===== src/rtl/pixel_cell_packer_if.sv =====
// Pixel-in / packed-cell-out handshake bundle for pixel_cell_packer.
// master: pixel source + cell consumer side; slave: the packer itself.
interface pixel_cell_packer_if;
  localparam int unsigned COLOR_W = 4;
  localparam int unsigned LINE_W  = 8;

  logic               in_valid;
  logic               in_ready;
  logic [COLOR_W-1:0] in_color;
  logic               out_valid;
  logic               out_ready;
  logic [LINE_W-1:0]  out_font_line;
  logic [LINE_W-1:0]  out_bg_fg;
  logic               out_lossy;

  modport master (
    output in_valid, in_color, out_ready,
    input  in_ready, out_valid, out_font_line, out_bg_fg, out_lossy
  );

  modport slave (
    input  in_valid, in_color, out_ready,
    output in_ready, out_valid, out_font_line, out_bg_fg, out_lossy
  );
endinterface


===== src/rtl/pixel_cell_packer.sv =====
// pixel_cell_packer: packs 8 serial 4-bit colour indices into one text-mode
// cell (font line bitmap + bg/fg attribute byte). Pixel 0 lands in bit 7.
// Optional: define PACK_STATS_EN to build the saturating lossy-cell counter;
// otherwise stat_lossy_cnt is tied to zero.
module pixel_cell_packer #(
  parameter int unsigned STAT_W = 16
) (
  input  logic              clk,
  input  logic              rst_n,
  input  logic              line_restart,
  pixel_cell_packer_if.slave bus,
  output logic [STAT_W-1:0] stat_lossy_cnt
);

  localparam int unsigned CNT_W   = 3;
  localparam int unsigned COLOR_W = 4;
  localparam int unsigned LINE_W  = 8;
  localparam logic [CNT_W-1:0] LAST_POS = CNT_W'(LINE_W - 1);

  // Accumulator state for the group in progress
  logic [CNT_W-1:0]   cnt;
  logic [LINE_W-2:0]  bits;
  logic [COLOR_W-1:0] bg;
  logic [COLOR_W-1:0] fg;
  logic               fg_set;
  logic               lossy;

  // Output cell register
  logic               out_valid;
  logic [LINE_W-1:0]  out_font_line;
  logic [LINE_W-1:0]  out_bg_fg;
  logic               out_lossy;

  // Next-state of the accumulator for the pixel presented this cycle
  logic               pix_bit;
  logic [COLOR_W-1:0] bg_n;
  logic [COLOR_W-1:0] fg_n;
  logic               fg_set_n;
  logic               lossy_n;

  logic               in_ready_c;
  logic               accept;
  logic               complete;

  // Only the 8th pixel can stall; a restart blocks the pixel in its cycle
  assign in_ready_c = !line_restart &&
                      ((cnt != LAST_POS) || !out_valid || bus.out_ready);
  assign accept     = bus.in_valid && in_ready_c;
  assign complete   = accept && (cnt == LAST_POS);

  assign bus.in_ready      = in_ready_c;
  assign bus.out_valid     = out_valid;
  assign bus.out_font_line = out_font_line;
  assign bus.out_bg_fg     = out_bg_fg;
  assign bus.out_lossy     = out_lossy;

  // Classify the incoming pixel against the colours seen so far in the group
  always_comb begin
    pix_bit  = 1'b0;
    bg_n     = bg;
    fg_n     = fg;
    fg_set_n = fg_set;
    lossy_n  = lossy;
    if (cnt == '0) begin
      bg_n     = bus.in_color;
      fg_set_n = 1'b0;
      lossy_n  = 1'b0;
    end else if (bus.in_color == bg) begin
      pix_bit = 1'b0;
    end else if (!fg_set) begin
      fg_n     = bus.in_color;
      fg_set_n = 1'b1;
      pix_bit  = 1'b1;
    end else if (bus.in_color == fg) begin
      pix_bit = 1'b1;
    end else begin
      // third colour: rendered as background and flagged
      lossy_n = 1'b1;
    end
  end

  // Accumulator register: restart discards the partial group
  always_ff @(posedge clk or negedge rst_n) begin
    if (!rst_n) begin
      cnt    <= '0;
      bits   <= '0;
      bg     <= '0;
      fg     <= '0;
      fg_set <= 1'b0;
      lossy  <= 1'b0;
    end else if (line_restart) begin
      cnt    <= '0;
      bits   <= '0;
      bg     <= '0;
      fg     <= '0;
      fg_set <= 1'b0;
      lossy  <= 1'b0;
    end else if (accept) begin
      cnt    <= cnt + CNT_W'(1);
      bits   <= {bits[LINE_W-3:0], pix_bit};
      bg     <= bg_n;
      fg     <= fg_n;
      fg_set <= fg_set_n;
      lossy  <= lossy_n;
    end
  end

  // Output cell register: load on completion, hold until consumed
  always_ff @(posedge clk or negedge rst_n) begin
    if (!rst_n) begin
      out_valid     <= 1'b0;
      out_font_line <= '0;
      out_bg_fg     <= '0;
      out_lossy     <= 1'b0;
    end else if (complete) begin
      out_valid     <= 1'b1;
      out_font_line <= {bits, pix_bit};
      out_bg_fg     <= {bg_n, (fg_set_n ? fg_n : bg_n)};
      out_lossy     <= lossy_n;
    end else if (bus.out_ready) begin
      out_valid     <= 1'b0;
    end
  end

`ifdef PACK_STATS_EN
  logic [STAT_W-1:0] lossy_cnt;

  // Saturating count of lossy cells entering the output register
  always_ff @(posedge clk or negedge rst_n) begin
    if (!rst_n) begin
      lossy_cnt <= '0;
    end else if (complete && lossy_n && (lossy_cnt != '1)) begin
      lossy_cnt <= lossy_cnt + STAT_W'(1);
    end
  end

  assign stat_lossy_cnt = lossy_cnt;
`else
  assign stat_lossy_cnt = '0;
`endif

endmodule


===== src/flat_wrapper.sv =====
// flat-port wrapper written by rule: the top's interface ports become plain ports
module pixel_cell_packer_flat 
#(
  parameter int unsigned STAT_W = 16
)
  (clk, rst_n, line_restart, stat_lossy_cnt, bus_in_valid, bus_in_color, bus_out_ready, bus_in_ready, bus_out_valid, bus_out_font_line, bus_out_bg_fg, bus_out_lossy);
  pixel_cell_packer_if bus_i ();
  input  logic clk;
  input  logic rst_n;
  input  logic line_restart;
  output logic [STAT_W-1:0] stat_lossy_cnt;
  input wire logic [$bits(bus_i.in_valid)-1:0] bus_in_valid;
  input wire logic [$bits(bus_i.in_color)-1:0] bus_in_color;
  input wire logic [$bits(bus_i.out_ready)-1:0] bus_out_ready;
  output wire logic [$bits(bus_i.in_ready)-1:0] bus_in_ready;
  output wire logic [$bits(bus_i.out_valid)-1:0] bus_out_valid;
  output wire logic [$bits(bus_i.out_font_line)-1:0] bus_out_font_line;
  output wire logic [$bits(bus_i.out_bg_fg)-1:0] bus_out_bg_fg;
  output wire logic [$bits(bus_i.out_lossy)-1:0] bus_out_lossy;
  assign bus_i.in_valid = bus_in_valid;
  assign bus_i.in_color = bus_in_color;
  assign bus_i.out_ready = bus_out_ready;
  assign bus_in_ready = bus_i.in_ready;
  assign bus_out_valid = bus_i.out_valid;
  assign bus_out_font_line = bus_i.out_font_line;
  assign bus_out_bg_fg = bus_i.out_bg_fg;
  assign bus_out_lossy = bus_i.out_lossy;
  pixel_cell_packer #(.STAT_W(STAT_W)) u_core (.clk(clk), .rst_n(rst_n), .line_restart(line_restart), .bus(bus_i), .stat_lossy_cnt(stat_lossy_cnt));
endmodule

===== config.mk =====
export PLATFORM = sky130hd
export DESIGN_NAME = pixel_cell_packer_flat
export DESIGN_NICKNAME = d
export VERILOG_FILES = /design/src/rtl/pixel_cell_packer_if.sv /design/src/rtl/pixel_cell_packer.sv /design/src/flat_wrapper.sv
export SDC_FILE = /design/constraint.sdc
export NUM_CORES = 1
export LEC_CHECK = 0
export BUFFER_PORTS_ARGS = -buffer_cell sky130_fd_sc_hd__buf_4
export CAP_MARGIN = 15
export CORE_AREA = 2 2 70 72
export CTS_CLUSTER_DIAMETER = 50
export DETAILED_ROUTE_END_ITERATION = 6
export DIE_AREA = 0 0 72 74
export PLACE_DENSITY = 0.7
export SYNTH_ARGS = -nofsm -noshare
export SYNTH_HDL_FRONTEND = slang
export SYNTH_SLANG_ARGS = --single-unit

===== constraint.sdc =====
create_clock -name clk -period 4.45 [get_ports clk]
set_input_delay 0.2225 -clock clk [delete_from_list [all_inputs] [get_ports clk]]
set_output_delay 0.2225 -clock clk [all_outputs]
set_load 0.03 [all_outputs]

# Yosys cells after proc, flatten, opt, wreduce, memory -nomap -nowiden
# Index checks and enable logic that the tools add are counted.
word_totals:
  ff_bits: 38
  wordCells: 54
  inputBits: 9
classes:
  muxes: 29
  eq_ne: 4
  n_addsub: 1
  reduce_logical: 10
op_table:
  columns: ["operator", "count"]
  rows:
  - ["4-bit 2-to-1 mux", 9]
  - ["1-bit 2-to-1 mux", 16]
  - ["7-bit 2-to-1 mux", 2]
  - ["4-bit == test", 2]
  - ["3-bit 2-to-1 mux", 2]
  - ["2-bit nonzero test", 2]
  - ["3-bit by 1-bit adder with 3-bit output, second input constant", 1]
  - ["3-bit == test, second input constant", 1]
  - ["1-bit logical AND", 3]
  - ["3-bit zero test", 1]
  - ["3-bit != test, second input constant", 1]
  - ["1-bit zero test", 2]
  - ["1-bit logical OR", 2]

# Logic depth before layout (Yosys ltp)
# Gate-level depths: netlist of run 1.
logic_depth:
  word_depth: 7
  ltp_mapped: 7

# Worst setup path after synthesis of run 1
# Ideal clock, no wire load.
synth_path:
  kind: "register -> register"
  startpoint: "reg u_core.cnt[0]"
  endpoint: "reg u_core.fg[0]"
  setup_ns: 0.125
  required_time_ns: 4.325
  synth_period_minus_slack_ns: 2.119
  t_arrival_ns: 1.994
  slack_ns: 2.331
  path_stages_with_launch: 8
  cell_sequence: "dfrtp_1 > ha_1 > ha_1 > nand3b_1 > nand2_1 > or4_4 > buf_6 > mux2_4"
synth_between:
  elab_chain_len: 6
  elab_cells_between_ends: 10
synth_lines:
  columns: ["element", "line", "text"]
  rows:
  - ["from (decl)", "pixel_cell_packer.sv:21", "logic [CNT_W-1:0] cnt;"]
  - ["from (signal assigned)", "pixel_cell_packer.sv:99", "cnt <= cnt + CNT_W'(1);"]
  - ["3-bit != test", "pixel_cell_packer.sv:47", "((cnt != LAST_POS) || !out_valid || bus.out_ready);"]
  - ["1-bit logical OR (2 in a row)", "pixel_cell_packer.sv:47", null]
  - ["1-bit logical AND", "pixel_cell_packer.sv:46", "assign in_ready_c = !line_restart &&"]
  - ["1-bit logical AND", "pixel_cell_packer.sv:48", "assign accept = bus.in_valid && in_ready_c;"]
  - ["2-bit nonzero test (no line)", null, null]
  - ["to (signal assigned)", "pixel_cell_packer.sv:102", "fg <= fg_n;"]
  - ["to (decl)", "pixel_cell_packer.sv:24", "logic [COLOR_W-1:0] fg;"]
# Parallel ways exist; a longest one is shown, timed or not. The select of a mux whose other input is x is not followed.
# A chain may end at the register's enable or synchronous reset.

# Worst setup path in the final report of run 1
layout_path:
  startpoint: "reg u_core.cnt[0]"
  endpoint: "reg u_core.fg[2]"
# Same word-level chain as after synthesis.

==> results.toml, run 1 <==
[route]
wl_met2_mm = 1.758
wl_per_cell_um = 13.30
wl_met1_mm = 1.698
vias = 1383
drt_wl_total_mm = 3.683
wl_met3_um = 195
drc = 0
vias_per_cell = 4.993
drt_iter0_drc = 54
antenna_left = 0
dr.pass1.iters = 4
top_layer = "met4"

[place]
port_buffers = 27
dpl.hpwl_mm = 2.615
gp_congestion = 0.7911

[worst_setup_path]
rr_endpoint = "u_core.fg[2]"
critPathLaunchType = "flop"
crit_fanout = 19
path_buf_inv = 0
cp.required_ns = 4.63
cp-end-kind = "flop"
crit_family = "simple AND/OR/NAND/NOR gates"
r2r_slack_ns = 2.02
rr_worst_depth = 6
reg2reg_from = "u_core.cnt[0]"
path_common_cell = "ha_1"
setup.worst_path.class = "flop to flop"
crit_chain = "ha_1, ha_1, nand3b_1, nand2_1, or4_4, mux2_4"
cp_slowest_cell = "or4_4"
arrival_ns = 2.60
cpPeakStageDelay_ns = 0.67

[synth]
synth_cell_types = 32
synthArstFlopShare = 1.000
yosysWarnings = 0
netlist_area_sq_um = 1964
seq_area_frac_synth = 0.4841
syn_avg_cell_area_sq_um = 9.871
synthFlopType = "dfrtp_1"
synth_seq_cells = 38
synth_edf_count = 0
synthCells = 199

[grt]
grt_pass1_wl_mm = 6.306
grt_pass1_vias = 1323
antenna_found_initial = 0
grt_usage = 0.1556
grt_max_degree = 39
grt_overflow = 0

[worst_hold_path]
hold_depth = 2
hold_path_class = "input pin to flop"
hp-start = "bus_in_color[2]"
min_to = "u_core.fg[2]"

[die]
num_io_pins = 44
fp-row-count = 25
core_sq_um = 4598
die_area_sq_um = 5328
initial_core_util = 0.4272
die-width_um = 72
die_y_um = 74

[timing]
hold_viol = 0
skew_ns = 0.007059
tightest_slew_ns = 0.8204
finalSetupViolCount = 0
rsz0062_at_grt = "false"
finalSetupTns_ns = 0
slew_viol_final = 0
relSlewSlack = 0.4515
finalWorstPathRequiredPeriod_ns = 2.426
fmax_mhz = 412.2
min_period_over_period = 0.5451

[clock_network]
clkSlewWorstSetupHoldPaths_ns = 0.08
cts_tree = "built"
cts_resized = 0
h-tree-depth = 2
worstSkewPairLatency_ns = 0.29
root_buffer = "clkbuf_8"
numCtsBuffers = 5
cts_buffer_depth = 2
cts_sinks = 38

[finish]
final_cell_mix = "nand2_1, dfrtp_1, buf_4"
areaGrowthSynthToFinish_pct = 12.80
insertedDiodeCount = 0
mostFrequentLayoutCell = "nand2_1"
final_nets = 234
drive_gt1_frac = 0.1839
multiInputGateArea_sq_um = 885.9
nFillCells = 443
register_area_sq_um = 950.9
post-route-util = 0.4819

[pwr]
power.density_nw_per_um2 = 329.7
vdd_drop_max_mv = 0.1759
p_leak_uw = 0.001126

[status]
status = "finished clean"

[flow_run]
cap_violations = 0
## cell usage after synthesis (all sizes together), types with 3 or more instances
master  instances  area share
mux2            5       0.036
a32oi           4       0.018
mux2i           4       0.020
ha              3       0.019
nand2b          7       0.022
xor2            4       0.018
nand3b         13       0.050
nor2b           7       0.022
dfrtp          38        0.48
o311ai          4       0.018
xnor2           4       0.018
o31ai           3       0.011
o21ai          12       0.031
nand2          48       0.092
buf            19       0.075
clkbuf          8       0.015
## cell type report
cell class / count / share of cell area
sequential: 38 / 0.4291
multi-input combinational: 147 / 0.3998
timing repair buffer: 28 / 0.09599
clock buffer: 7 / 0.03896
tap: 54 / 0.03049
inverter: 2 / 0.003388
clock inverter: 1 / 0.002259
## cells by family after synthesis
group / synth area share
AO/OA/AOI/OAI: 0.09235
flip-flops: 0.4841
other: 0.001909
buffers and inverters: 0.09363
AND/OR/NAND/NOR: 0.2166
XOR/XNOR: 0.03567
adder cells (fa/ha/maj): 0.01911
multiplexers: 0.05669
## registers in the layout, indices dropped and copies added, names as in the netlist
| name | cells |
|---|---|
| u_core.bus.out_bg_fg | 8 |
| u_core.fg_set | 1 |
| u_core.bits | 7 |
| u_core.bus.out_valid | 1 |
| u_core.cnt | 3 |
| u_core.bus.out_lossy | 1 |
| u_core.bg | 4 |
| u_core.fg | 4 |
| u_core.bus.out_font_line | 8 |
| u_core.lossy | 1 |
## routing by layer
| layer | track usage | vias to the layer above |
|---|---|---|
| li1 | - | 696 |
| met1 | 0.2028 | 654 |
| met2 | 0.2449 | 28 |
| met3 | 0.06369 | 5 |
| met4 | 0.03774 | 0 |
| met5 | 0 | - |
## per-stage QoR
step	cells	worst slack, ns	hold slack, ns	area [sq um]	power (uW)
floorplan	214	2.331	-0.07309	2021	472.7
global placement	268	2.099	0.2177	2115	491.2
detailed placement	268	2.051	0.2223	2115	492.0
CTS	277	2.029	0.2109	2216	737.9
global route	277	1.895	0.2119	2216	766.0
finish	277	2.024	0.2194	2216	730.6
## worst max path at each step
stage / start / endpoint / cells after the start
2_1_floorplan: u_core.cnt[0] / u_core.fg[0] / 7
6_report: u_core.cnt[0] / u_core.fg[2] / 6
4_1_cts: u_core.cnt[0] / u_core.fg[3] / 6
5_1_grt: u_core.cnt[0] / u_core.bus.out_bg_fg[0] / 5
3_3_place_gp: u_core.cnt[0] / u_core.fg[0] / 6
3_5_place_dp: u_core.cnt[0] / u_core.fg[3] / 6
## power breakdown
group / switching, uW / internal, uW / leakage [uW] / total (uW)
Combinational: 71.5 / 40.6 / 0.000554 / 112
Clock: 120 / 125 / 0.0000482 / 245
Sequential: 13.7 / 360 / 0.000524 / 373
Total: 206 / 525 / 0.00113 / 731
## what timing repair did
item	4_1_cts	5_1_grt
setup buffers	0	0
endpoints found under the hold margin	38	0
hold buffers	1	0
Note: power is estimated with default switching activity, not from simulation.
==> inputs of run 2 (changes only) <==
==> constraint.sdc (replaced) <==
create_clock -name clk -period 2.51 [get_ports clk]
set_input_delay 0.1255 -clock clk [delete_from_list [all_inputs] [get_ports clk]]
set_output_delay 0.1255 -clock clk [all_outputs]
set_load 0.03 [all_outputs]
==> run 2 against run 1 <==
- sequential power rose by 78%
- maximum frequency is 19% higher
- sequential share of layout area fell by 0.71 points
- clock power up 100%
- worst setup slack got worse by 1.6 ns
- critical path type unchanged
==> results.toml, run 2 (same netlist as run 1, synthesis figures left out) <==
[pwr]
p_leak_uw = 0.001144
power.density_nw_per_um2 = 608.2
vdd_drop_max_mv = 0.2724

[worst_setup_path]
cpPeakStageDelay_ns = 0.55
crit_fanout = 4
path_depth = 6
rr_worst_depth = 6
crit_chain = "ha_1, ha_1, nand3b_1, nand2_1, or4_4, mux2_4"
crit_family = "simple AND/OR/NAND/NOR gates"
cp.required_ns = 2.68
path_common_cell = "ha_1"
critPathLaunchType = "flop"
arrival_ns = 2.22
setup.worst_path.class = "flop to flop"
path_buf_inv = 0
cp_slowest_cell = "or4_4"
cp-end-kind = "flop"

[route]
drt_wl_total_mm = 3.890
vias_per_cell = 5.082
drt_iter0_drc = 74
dr.pass1.iters = 4
vias = 1423
wl_per_cell_um = 13.89
antenna_left = 0
drc = 0

[place]
gp_congestion = 0.7501
dp.cells = 271
port_buffers = 27
dpl.hpwl_mm = 2.765

[clock_network]
root_buffer = "clkbuf_8"
cts_sinks = 38
cts_resized = 0
ctsHoldBuffers = 1
post_cts_buffers = 0
cts_buffer_depth = 2
clkSlewWorstSetupHoldPaths_ns = 0.07
h-tree-depth = 2
worstSkewPairLatency_ns = 0.29
numCtsBuffers = 5
cts_tree = "built"

[timing]
finalWorstPathRequiredPeriod_ns = 2.047
fmax_mhz = 488.6
min_period_over_period = 0.8154
tightest_slew_ns = 0.6651
finalSetupViolCount = 0
rsz0062_at_grt = "false"
relSlewSlack = 0.5508
skew_ns = 0.005524
slew_viol_final = 0
hold_viol = 0
finalSetupTns_ns = 0

[grt]
grt_pass1_wl_mm = 6.561
grt_overflow = 0
grt_usage = 0.1596
grt_pass1_vias = 1381
antenna_found_initial = 0
grt_max_degree = 39

[die]
die_area_sq_um = 5328
die-width_um = 72
die_y_um = 74
initial_core_util = 0.4272
num_io_pins = 44
core_sq_um = 4598
fp-row-count = 25

[finish]
layout.cells.non_filler = 280
largestRegisters = "u_core.bus.out_bg_fg (8), u_core.bus.out_font_line (8), u_core.bits (7)"
areaGrowthSynthToFinish_pct = 14.71
nFillCells = 437
drive_gt1_frac = 0.1903
mostFrequentLayoutCell = "nand2_1"
insertedDiodeCount = 0
final_cell_mix = "nand2_1, dfrtp_1, buf_4"
final_nets = 237

[flow_run]
cap_violations = 0

[status]
status = "finished clean"

[worst_hold_path]
hold_path_class = "input pin to flop"
hold_depth = 2
## run 2: changes by cell type in the layout (fill, tap and decap cells not counted)
cell       before  now
buf_4          27   30
bufinv_16       0    1
clkbuf_1        1    2
clkbuf_8        6    5
clkinv_2        1    0
## run 2: layout make-up
| cell class | count | area, sq um | share of cell area |
|---|---|---|---|
| clock inverters | 1 | 30.03 | 0.01333 |
| flip-flops and latches | 38 | 950.9 | 0.4220 |
| clock buffers | 7 | 76.32 | 0.03387 |
| inverters | 2 | 7.507 | 0.003331 |
| well taps | 54 | 67.56 | 0.02998 |
| multi-input cells | 147 | 885.9 | 0.3931 |
| repair buffers | 31 | 235.2 | 0.1044 |
## run 2: metal layers
metal | up-vias | track usage | share of wire
met5 | - | 0 | 0
met3 | 8 | 0.03523 | 0.050
met2 | 37 | 0.2562 | 0.49
met1 | 685 | 0.2101 | 0.45
li1 | 693 | - | -
met4 | 0 | 0.06918 | 0.015
## run 2: per-stage QoR
step / util / area, sq um / total power (uW) / worst slack (ns) / hold slack [ns]
2_1_floorplan: - / 2021 / 838.0 / 0.3906 / -0.1701
3_3_place_gp: 0.4648 / 2137 / 877.0 / 0.5399 / 0.1236
3_5_place_dp: 0.4648 / 2137 / 881.1 / 0.4848 / 0.1286
4_1_cts: 0.4901 / 2253 / 1390 / 0.4628 / 0.1315
5_1_grt: 0.4901 / 2253 / 1441 / 0.3625 / 0.1341
6_report: 0.4901 / 2253 / 1371 / 0.4634 / 0.1381
## run 2: path summary, 6_finish.rpt
kind	start	end	slack (ns)
hold / removal	bus_in_color[3]	u_core.fg[3]	0.14
setup / recovery	u_core.cnt[0]	u_core.fg[3]	0.46
max in group asynchronous	rst_n	u_core.bits[0]	1.83
setup reg to reg	u_core.cnt[0]	u_core.fg[3]	0.46
hold reg to reg	u_core.bus.out_font_line[3]	u_core.bus.out_font_line[3]	0.48
min in group asynchronous	rst_n	u_core.bus.out_lossy	0.34
## run 2: power breakdown
group / internal, uW / switching (uW) / leakage (uW)
clock: 297 / 204 / 0.0000524
combinational: 76.6 / 131 / 0.000567
sequential: 638 / 25.0 / 0.000524
total: 1010 / 359 / 0.00114
## run 2: worst register-to-register path, delay by kind of cell (launching register included)
kind                       cells  cell delay [ns]
and+or+nand+nor                3             0.79
adders and majority gates      2             0.42
DFF                            1             0.40
muxes                          1             0.32
